<file path="src/rtl/massbus_switch_if.sv">
// massbus_switch_if: RH11 master side and per-drive slave side signals of the Massbus switch
interface massbus_switch_if #(
  parameter int NDRV = 8,
  parameter int DW = 36
);
  logic mbINIT, mbREAD, mbWRITE, mbGO, mbACKI;
  logic [2:0] mbUNIT;
  logic mbREQO;
  logic [DW-1:0] mbDATAO;
  logic [15:0] mbREGDAT;
  logic mbREGACK, mbNXD;
  logic mbINCBA, mbDECBA, mbINCWC, mbWCE, mbNPRO;
  logic [7:0] mbATA;
  logic mbDVA, mbDPR, mbDRY, mbACLO;
  logic [NDRV-1:0] drvINIT, drvREAD, drvWRITE, drvACKI, drvGO;
  logic [NDRV-1:0] drvREQO, drvREGACK, drvACLO, drvATA, drvDVA, drvDPR, drvDRY;
  logic [NDRV-1:0] drvINCBA, drvDECBA, drvINCWC, drvWCE, drvNPRO;
  logic [NDRV*DW-1:0] drvDATAO;
  logic [NDRV*16-1:0] drvREGDAT;
  modport slave (
    input mbINIT, mbREAD, mbWRITE, mbUNIT, mbGO, mbACKI,
    input drvREQO, drvREGACK, drvACLO, drvATA, drvDVA, drvDPR, drvDRY,
    input drvINCBA, drvDECBA, drvINCWC, drvWCE, drvNPRO, drvDATAO, drvREGDAT,
    output mbREQO, mbDATAO, mbREGDAT, mbREGACK, mbNXD,
    output mbINCBA, mbDECBA, mbINCWC, mbWCE, mbNPRO,
    output mbATA, mbDVA, mbDPR, mbDRY, mbACLO,
    output drvINIT, drvREAD, drvWRITE, drvACKI, drvGO
  );
  modport master (
    output mbINIT, mbREAD, mbWRITE, mbUNIT, mbGO, mbACKI,
    output drvREQO, drvREGACK, drvACLO, drvATA, drvDVA, drvDPR, drvDRY,
    output drvINCBA, drvDECBA, drvINCWC, drvWCE, drvNPRO, drvDATAO, drvREGDAT,
    input mbREQO, mbDATAO, mbREGDAT, mbREGACK, mbNXD,
    input mbINCBA, mbDECBA, mbINCWC, mbWCE, mbNPRO,
    input mbATA, mbDVA, mbDPR, mbDRY, mbACLO,
    input drvINIT, drvREAD, drvWRITE, drvACKI, drvGO
  );
endinterface

</file>
<file path="src/rtl/massbus_switch.sv">
// massbus_switch: fans one RH11 Massbus master out to NDRV drives (register cycles, transfer owner, status merge)
module massbus_switch #(
  parameter int NDRV = 8,
  parameter int TMO = 15,
  parameter int DW = 36
) (
  input logic clk,
  input logic rst,
  massbus_switch_if.slave bus
);
  localparam int TW = $clog2(TMO);
  localparam logic [1:0] IDLE = 2'd0, STROBE = 2'd1, WAIT = 2'd2, DONE = 2'd3;
  logic [1:0] state;
  logic [2:0] unit, owner;
  logic isWrite, nxd, ownerValid, dryPrev, goFwd, dryRise, toDone, clr;
  logic [TW-1:0] timer;
  logic [7:0] dprP, dvaP, dryP, reqP, ackP, incbaP, decbaP, incwcP, wceP, nproP;
  logic [7:0] unitHot, goHot, ownHot;
  logic [DW-1:0] dataArr [8];
  logic [15:0] regArr [8];
  assign dprP = 8'(bus.drvDPR);
  assign dvaP = 8'(bus.drvDVA);
  assign dryP = 8'(bus.drvDRY);
  assign reqP = 8'(bus.drvREQO);
  assign ackP = 8'(bus.drvREGACK);
  assign incbaP = 8'(bus.drvINCBA);
  assign decbaP = 8'(bus.drvDECBA);
  assign incwcP = 8'(bus.drvINCWC);
  assign wceP = 8'(bus.drvWCE);
  assign nproP = 8'(bus.drvNPRO);
  for (genvar g = 0; g < 8; g++) begin : pad
    if (g < NDRV) begin : live
      assign dataArr[g] = bus.drvDATAO[g*DW +: DW];
      assign regArr[g] = bus.drvREGDAT[g*16 +: 16];
    end else begin : dead
      assign dataArr[g] = '0;
      assign regArr[g] = '0;
    end
  end
  assign unitHot = 8'd1 << unit;
  assign goHot = 8'd1 << bus.mbUNIT;
  assign ownHot = 8'd1 << owner;
  assign clr = rst | bus.mbINIT;
  assign goFwd = bus.mbGO & dprP[bus.mbUNIT];
  assign dryRise = ownerValid & dryP[owner] & ~dryPrev;
  assign toDone = ~bus.mbINIT & ((state == STROBE & ~dprP[unit]) |
                  (state == WAIT & (ackP[unit] | timer == TW'(TMO - 1))));
  // register-cycle sequencer: latch request, strobe the drive, wait for ack or timeout
  always_ff @(posedge clk) begin
    if (clr) begin
      state <= IDLE;
      unit <= '0;
      isWrite <= 1'b0;
      nxd <= 1'b0;
      timer <= '0;
      bus.drvREAD <= '0;
      bus.drvWRITE <= '0;
    end else begin
      bus.drvREAD <= '0;
      bus.drvWRITE <= '0;
      if (state == IDLE && (bus.mbREAD || bus.mbWRITE)) begin
        unit <= bus.mbUNIT;
        isWrite <= bus.mbWRITE;
        state <= STROBE;
      end else if (state == STROBE) begin
        nxd <= ~dprP[unit];
        timer <= '0;
        state <= dprP[unit] ? WAIT : DONE;
        bus.drvREAD <= (dprP[unit] && !isWrite) ? unitHot[NDRV-1:0] : '0;
        bus.drvWRITE <= (dprP[unit] && isWrite) ? unitHot[NDRV-1:0] : '0;
      end else if (state == WAIT) begin
        timer <= timer + 1'b1;
        if (ackP[unit]) begin
          state <= DONE;
          nxd <= 1'b0;
        end else if (timer == TW'(TMO - 1)) begin
          state <= DONE;
          nxd <= 1'b1;
        end
      end else if (state == DONE) begin
        state <= IDLE;
      end
    end
  end
  // read data is captured on entry to DONE and held; only a true reset clears it
  always_ff @(posedge clk) begin
    if (rst) bus.mbREGDAT <= '0;
    else if (toDone) bus.mbREGDAT <= (state == WAIT && ackP[unit] && !isWrite) ? regArr[unit] : '0;
  end
  // transfer owner: taken by the first forwarded GO, dropped when the owner's DRY rises
  always_ff @(posedge clk) begin
    if (clr) begin
      ownerValid <= 1'b0;
      owner <= '0;
      dryPrev <= 1'b0;
    end else begin
      dryPrev <= dryP[owner];
      if (dryRise) ownerValid <= 1'b0;
      else if (goFwd && !ownerValid) begin
        ownerValid <= 1'b1;
        owner <= bus.mbUNIT;
        dryPrev <= dryP[bus.mbUNIT];
      end
    end
  end
  assign bus.mbREGACK = state == DONE;
  assign bus.mbNXD = state == DONE && nxd;
  assign bus.drvINIT = {NDRV{bus.mbINIT}};
  assign bus.drvGO = goFwd ? goHot[NDRV-1:0] : '0;
  assign bus.drvACKI = (ownerValid && bus.mbACKI) ? ownHot[NDRV-1:0] : '0;
  assign bus.mbREQO = ownerValid & reqP[owner];
  assign bus.mbDATAO = ownerValid ? dataArr[owner] : '0;
  assign bus.mbINCBA = ownerValid & incbaP[owner];
  assign bus.mbDECBA = ownerValid & decbaP[owner];
  assign bus.mbINCWC = ownerValid & incwcP[owner];
  assign bus.mbWCE = ownerValid & wceP[owner];
  assign bus.mbNPRO = ownerValid & nproP[owner];
  assign bus.mbATA = 8'(bus.drvATA);
  assign bus.mbDVA = dvaP[bus.mbUNIT];
  assign bus.mbDPR = dprP[bus.mbUNIT];
  assign bus.mbDRY = dryP[bus.mbUNIT];
  assign bus.mbACLO = |bus.drvACLO;
endmodule

</file>
<file path="src/flat_wrapper.sv">
// flat-port wrapper written by rule: the top's interface ports become plain ports
module massbus_switch_flat 
#(
  parameter int NDRV = 8,
  parameter int TMO = 15,
  parameter int DW = 36
)
  (clk, rst, bus_mbINIT, bus_mbREAD, bus_mbWRITE, bus_mbUNIT, bus_mbGO, bus_mbACKI, bus_drvREQO, bus_drvREGACK, bus_drvACLO, bus_drvATA, bus_drvDVA, bus_drvDPR, bus_drvDRY, bus_drvINCBA, bus_drvDECBA, bus_drvINCWC, bus_drvWCE, bus_drvNPRO, bus_drvDATAO, bus_drvREGDAT, bus_mbREQO, bus_mbDATAO, bus_mbREGDAT, bus_mbREGACK, bus_mbNXD, bus_mbINCBA, bus_mbDECBA, bus_mbINCWC, bus_mbWCE, bus_mbNPRO, bus_mbATA, bus_mbDVA, bus_mbDPR, bus_mbDRY, bus_mbACLO, bus_drvINIT, bus_drvREAD, bus_drvWRITE, bus_drvACKI, bus_drvGO);
  massbus_switch_if #(.NDRV(NDRV), .DW(DW)) bus_i ();
  input logic clk;
  input logic rst;
  input wire logic [$bits(bus_i.mbINIT)-1:0] bus_mbINIT;
  input wire logic [$bits(bus_i.mbREAD)-1:0] bus_mbREAD;
  input wire logic [$bits(bus_i.mbWRITE)-1:0] bus_mbWRITE;
  input wire logic [$bits(bus_i.mbUNIT)-1:0] bus_mbUNIT;
  input wire logic [$bits(bus_i.mbGO)-1:0] bus_mbGO;
  input wire logic [$bits(bus_i.mbACKI)-1:0] bus_mbACKI;
  input wire logic [$bits(bus_i.drvREQO)-1:0] bus_drvREQO;
  input wire logic [$bits(bus_i.drvREGACK)-1:0] bus_drvREGACK;
  input wire logic [$bits(bus_i.drvACLO)-1:0] bus_drvACLO;
  input wire logic [$bits(bus_i.drvATA)-1:0] bus_drvATA;
  input wire logic [$bits(bus_i.drvDVA)-1:0] bus_drvDVA;
  input wire logic [$bits(bus_i.drvDPR)-1:0] bus_drvDPR;
  input wire logic [$bits(bus_i.drvDRY)-1:0] bus_drvDRY;
  input wire logic [$bits(bus_i.drvINCBA)-1:0] bus_drvINCBA;
  input wire logic [$bits(bus_i.drvDECBA)-1:0] bus_drvDECBA;
  input wire logic [$bits(bus_i.drvINCWC)-1:0] bus_drvINCWC;
  input wire logic [$bits(bus_i.drvWCE)-1:0] bus_drvWCE;
  input wire logic [$bits(bus_i.drvNPRO)-1:0] bus_drvNPRO;
  input wire logic [$bits(bus_i.drvDATAO)-1:0] bus_drvDATAO;
  input wire logic [$bits(bus_i.drvREGDAT)-1:0] bus_drvREGDAT;
  output wire logic [$bits(bus_i.mbREQO)-1:0] bus_mbREQO;
  output wire logic [$bits(bus_i.mbDATAO)-1:0] bus_mbDATAO;
  output wire logic [$bits(bus_i.mbREGDAT)-1:0] bus_mbREGDAT;
  output wire logic [$bits(bus_i.mbREGACK)-1:0] bus_mbREGACK;
  output wire logic [$bits(bus_i.mbNXD)-1:0] bus_mbNXD;
  output wire logic [$bits(bus_i.mbINCBA)-1:0] bus_mbINCBA;
  output wire logic [$bits(bus_i.mbDECBA)-1:0] bus_mbDECBA;
  output wire logic [$bits(bus_i.mbINCWC)-1:0] bus_mbINCWC;
  output wire logic [$bits(bus_i.mbWCE)-1:0] bus_mbWCE;
  output wire logic [$bits(bus_i.mbNPRO)-1:0] bus_mbNPRO;
  output wire logic [$bits(bus_i.mbATA)-1:0] bus_mbATA;
  output wire logic [$bits(bus_i.mbDVA)-1:0] bus_mbDVA;
  output wire logic [$bits(bus_i.mbDPR)-1:0] bus_mbDPR;
  output wire logic [$bits(bus_i.mbDRY)-1:0] bus_mbDRY;
  output wire logic [$bits(bus_i.mbACLO)-1:0] bus_mbACLO;
  output wire logic [$bits(bus_i.drvINIT)-1:0] bus_drvINIT;
  output wire logic [$bits(bus_i.drvREAD)-1:0] bus_drvREAD;
  output wire logic [$bits(bus_i.drvWRITE)-1:0] bus_drvWRITE;
  output wire logic [$bits(bus_i.drvACKI)-1:0] bus_drvACKI;
  output wire logic [$bits(bus_i.drvGO)-1:0] bus_drvGO;
  assign bus_i.mbINIT = bus_mbINIT;
  assign bus_i.mbREAD = bus_mbREAD;
  assign bus_i.mbWRITE = bus_mbWRITE;
  assign bus_i.mbUNIT = bus_mbUNIT;
  assign bus_i.mbGO = bus_mbGO;
  assign bus_i.mbACKI = bus_mbACKI;
  assign bus_i.drvREQO = bus_drvREQO;
  assign bus_i.drvREGACK = bus_drvREGACK;
  assign bus_i.drvACLO = bus_drvACLO;
  assign bus_i.drvATA = bus_drvATA;
  assign bus_i.drvDVA = bus_drvDVA;
  assign bus_i.drvDPR = bus_drvDPR;
  assign bus_i.drvDRY = bus_drvDRY;
  assign bus_i.drvINCBA = bus_drvINCBA;
  assign bus_i.drvDECBA = bus_drvDECBA;
  assign bus_i.drvINCWC = bus_drvINCWC;
  assign bus_i.drvWCE = bus_drvWCE;
  assign bus_i.drvNPRO = bus_drvNPRO;
  assign bus_i.drvDATAO = bus_drvDATAO;
  assign bus_i.drvREGDAT = bus_drvREGDAT;
  assign bus_mbREQO = bus_i.mbREQO;
  assign bus_mbDATAO = bus_i.mbDATAO;
  assign bus_mbREGDAT = bus_i.mbREGDAT;
  assign bus_mbREGACK = bus_i.mbREGACK;
  assign bus_mbNXD = bus_i.mbNXD;
  assign bus_mbINCBA = bus_i.mbINCBA;
  assign bus_mbDECBA = bus_i.mbDECBA;
  assign bus_mbINCWC = bus_i.mbINCWC;
  assign bus_mbWCE = bus_i.mbWCE;
  assign bus_mbNPRO = bus_i.mbNPRO;
  assign bus_mbATA = bus_i.mbATA;
  assign bus_mbDVA = bus_i.mbDVA;
  assign bus_mbDPR = bus_i.mbDPR;
  assign bus_mbDRY = bus_i.mbDRY;
  assign bus_mbACLO = bus_i.mbACLO;
  assign bus_drvINIT = bus_i.drvINIT;
  assign bus_drvREAD = bus_i.drvREAD;
  assign bus_drvWRITE = bus_i.drvWRITE;
  assign bus_drvACKI = bus_i.drvACKI;
  assign bus_drvGO = bus_i.drvGO;
  massbus_switch #(.NDRV(NDRV), .TMO(TMO), .DW(DW)) u_core (.clk(clk), .rst(rst), .bus(bus_i));
endmodule
</file>
<file path="config.mk">
export PLATFORM = sky130hd
export DESIGN_NAME = massbus_switch_flat
export DESIGN_NICKNAME = d
export VERILOG_FILES = /design/src/rtl/massbus_switch_if.sv /design/src/rtl/massbus_switch.sv /design/src/flat_wrapper.sv
export SDC_FILE = /design/constraint.sdc
export NUM_CORES = 1
export LEC_CHECK = 0
export ABC_AREA = 0
export CAP_MARGIN = 5
export CORE_AREA = 2 2 249 251
export CTS_CLUSTER_DIAMETER = 120
export DETAILED_ROUTE_END_ITERATION = 8
export DIE_AREA = 0 0 251 253
export SLEW_MARGIN = 20
export SYNTH_ARGS = -nofsm -noshare
export SYNTH_HDL_FRONTEND = slang
export SYNTH_SLANG_ARGS = --single-unit
</file>
<file path="constraint.sdc">
create_clock -name clk -period 2.1 [get_ports clk]
set_input_delay 0.21 -clock clk [delete_from_list [all_inputs] [get_ports clk]]
set_output_delay 0.21 -clock clk [all_outputs]
set_load 0.02 [all_outputs]
</file>
==> results by group <==
Power
  • Gate power share: 51.9%
  • Power per Cell Area: approximately 290 nW/um^2
  • Peak VDD IR: 0.232 mV
  • Internal: approximately 3000 uW
  • LEAKAGE: 0.00515 uW
  • Flop pwr share: between 20% and 30%
  • Clock power frac: 25.7%
  • Design Power: 4200 uW
  • Sw Share: 27.4%
  • Switch Pwr: about 1100 uW

Die
  • Die area: roughly 64000 sq um
  • Initial Util: 10.3%
  • Cell Rows: 91
  • Die H: 253 um
  • IO Pins: 634
  • Core area: slightly above 60000 sq um
  • Die W: 251 um

Final layout
  • Fin nets: approximately 1800
  • Fill cells: roughly 6500
  • Layout cells sized above 1: 26.6%
  • Area delta synth->final: 131%
  • Post-Route Utilization: 23.9%

Worst hold path
  • Hold Path Class: input port to output port
  • Worst Hold Depth: 0
  • Hold wc startpoint: bus_drvATA[3]
  • Hold-critical path endpoint: bus_mbATA[3]

Critical path
  • CP Capture Type: output port
  • Crit path max-delay family: multiplexers
  • Flop-to-flop setup slack: 70 ps
  • Worst setup SP type: register
  • Crit path from: u_core.owner[0]
  • CP Max Fanout: 6
  • Critical Path RT: 1890 ps
  • Worst path cell trace: buf_12, buf_12, buf_8, mux4_2, mux2i_1, nor2b_1, buf_4
  • Worst Reg-to-Reg Cells: 8
  • Arrival time worst endpoint: 2090 ps
  • CP most frequent cell: buf_12
  • R2r startpoint: u_core.unit[1]
  • Slowest cell on crit path: mux4_2
  • CP bufs+invs: 4
  • Slowest stage delay, CP: 500 ps
  • Critical path class: register to output port
  • Reg2reg end: u_core.bus.mbREGDAT[15]

Drt
  • ANT nets after route: 0
  • Drt first-iter violations: 571
  • Total routed wirelength: 44.5 mm
  • TritonRoute pass-1 iters: 5
  • Drc violations: 0
  • Total number of vias: 8017
  • Drt via density: 3.94
  • Routed len/inst: approximately 22 um

Clocking
  • CTS tree: done
  • Sink Count: 48
  • Worst skew pair latency: 300 ps
  • Max clock buf depth: 2
  • Clock transition at the registers of the reported paths: 70 ps
  • Total CTS buffers: 5
  • Clock root buffer: clkbuf_16
  • H-tree Lvls: 2

Yosys
  • Warnings from Yosys: 0
  • Compound-Gate Fraction of Synth Area: 4.72%
  • Post-synth top area cell: mux4_2
  • Post-Synthesis Cell Area: 6310 sq um
  • Syn_nets: ~1100
  • Top_reg_cell synth: dfxtp_1
  • Post-synthesis mux area share: 55.8%
  • Post-Syn Instances: 580
  • Unique masters post-synth: 52
  • Synth Area in Adders: 1.19%
  • Area share of the largest cell type after synthesis: 44.3%
  • Avg Synthesized Cell Area: 10.9 sq um
  • Post-synthesis sequential area ratio: 15.2%
  • Asr flop ratio synth: 0%
  • XOR/XNOR Fraction of Synth Area: 0%
  • Synth top area cells: mux4_2 44%, dfxtp_1 15%, mux2i_1 11%, nor2b_1 4.4%, nand2_1 3.9%
  • Synth Area in Simple Gates: between 10% and 20%
  • Seq cells post-synth: 48
  • Largest family of logic cells by synthesized area: multiplexers
  • EDFF count, synth: 0

Placed design
  • DP Wirelength: around 38 mm
  • Port bufs: 617
  • Post-Place Worst Slack: -576 ps
  • Final Wtd Congestion: 0.912

STA
  • Clock Skew: 10.3 ps
  • Minimum clock period: approximately 2300 ps
  • Unrepaired setup endpoints after global routing: yes
  • Hold Fails Final Rpt: 0
  • Setup-failing EPs final: 38
  • Part of the cycle the worst path needs: 110%
  • Worst slew margin: between 70% and 80%
  • Sum Neg Setup Slack: -4010 ps
  • Worst slew pin tran: 365 ps
  • Tightest hold margin: 420 ps
  • Peak Freq: 0.434 GHz
  • Fin. max-slew vios: 0
  • Setup ws final: -202 ps

GRT
  • Largest net degree at the start of global routing: 29
  • Antenna violations before repair: 9
  • GR Util All Layers: 12.9%
  • First-pass GRT wire length: 59.7 mm
  • Vias in the first global route: about 8300
  • Grt ovf: 0

Status
  • Status: complete, but fails checks
  • Failing checks: negative setup slack

Run
  • Max Cap Viol: 0
worst max path at each step:
| stage | endpoint | depth (start not counted) |
|---|---|---|
| 4_1_cts | bus_mbDATAO[32] | 7 |
| 6_report | bus_mbDATAO[28] | 7 |
| 2_1_floorplan | bus_mbDATAO[18] | 6 |
| 3_3_place_gp | bus_mbDVA | 5 |
| 3_5_place_dp | bus_mbDVA | 5 |
| 5_1_grt | bus_mbDATAO[18] | 7 |
stage by stage:
step | cells | area (sq um)
detailed placement | 1984 | 13800
finish | 2036 | 14600
global route | 2035 | 14600
global placement | 1984 | 13800
floorplan | 580 | 6310
CTS | 2018 | 14400
cell usage after synthesis (all sizes together) (2+ instances only):
cell / n
a2111oi: 3
a211oi: 3
a21oi: 10
a31oi: 2
buf: 45
clkbuf: 28
dfxtp: 48
ha: 6
inv: 5
mux2: 5
mux2i: 67
mux4: 124
nand2: 66
nand2b: 22
nand3: 20
nand3b: 3
nor2: 36
nor2b: 44
nor3: 12
nor4: 3
o21a: 2
o21ai: 6
or2: 3
layout by cell type, fill, tap and decap left out, types with 6 or more instances in the layout:
cell,netlist,routed
clkdlybuf4s50_1,0,552
mux4_2,124,124
buf_4,16,85
nand2_1,66,66
mux2i_1,67,57
nor2b_1,44,41
dfxtp_1,48,41
nor2_1,36,36
buf_12,0,23
nand2b_1,22,22
buf_6,2,21
nand3_1,20,19
buf_2,16,15
dlygate4sd2_1,0,13
nor3_1,12,12
a21oi_1,8,8
diode_2,0,7
mux2i_2,0,7
clkbuf_16,0,6
per-layer routing:
| layer | part of all wire [%] | global-route usage, % | vias up | routed length, um |
|---|---|---|---|---|
| met5 | 0.070 | 0 | - | 31 |
| met4 | 3.7 | 5.36 | 6 | 1640 |
| met1 | 43 | 16.9 | 3984 | 19000 |
| met3 | 7.6 | 3.34 | 69 | 3370 |
| met2 | 46 | 20.0 | 403 | 20400 |
| li1 | - | - | 3555 | - |
power groups by stage:
stage | clock, uW | combinational, uW | sequential (uW)
after global placement | 0 | 2050 | 965
after CTS | 1120 | 2150 | 939
after detailed placement | 0 | 2070 | 965
after floorplan | 0 | 739 | 944
after global routing | 1150 | 2280 | 941
final | 1080 | 2180 | 938
worst register-to-register path: cells and delay by family (launching register included):
family / cells / cell delay, ps
mux: 2 / 560
buf+inv: 3 / 490
compound gates: 3 / 480
flops: 1 / 420
state kept, by name, indices dropped and copies added (netlist names):
| signal | flops |
|---|---|
| u_core.bus.mbREGDAT | 16 |
| u_core.bus.drvREAD | 8 |
| u_core.bus.drvWRITE | 8 |
| u_core.timer | 4 |
| u_core.owner | 3 |
| u_core.unit | 3 |
| u_core.state | 2 |
| u_core.dryPrev | 1 |
| u_core.isWrite | 1 |
| u_core.nxd | 1 |
| u_core.ownerValid | 1 |
cell families after synthesis:
logic type               count (synthesis)
AO/OA/AOI/OAI                           36
AND/OR/NAND/NOR                        216
adder cells (fa/ha/maj)                  6
buffers and inverters                   78
multiplexers                           196
flip-flops                              48
cell type report:
cell class	count	area (sq um)	area share [%]
diodes	7	17.5	0.120
inverters	5	18.8	0.129
repair buffers	724	7300	50.1
clock buffers	5	125	0.858
clock inverters	3	68.8	0.472
flip-flops and latches	48	982	6.74
well taps	790	988	6.78
multi-input cells	454	5080	34.8
timing repair:
item | 4_1_cts | 5_1_grt
buffers inserted | 21 | 13
resized for setup | 231 | 46
endpoints found under the hold margin | 0 | 0
pin swaps | 1 | 2
hold buffers | 0 | 0
cloned | 5 | 1
endpoints found under the setup margin | 81 | 58
Note: power is estimated with default switching activity, not from simulation.
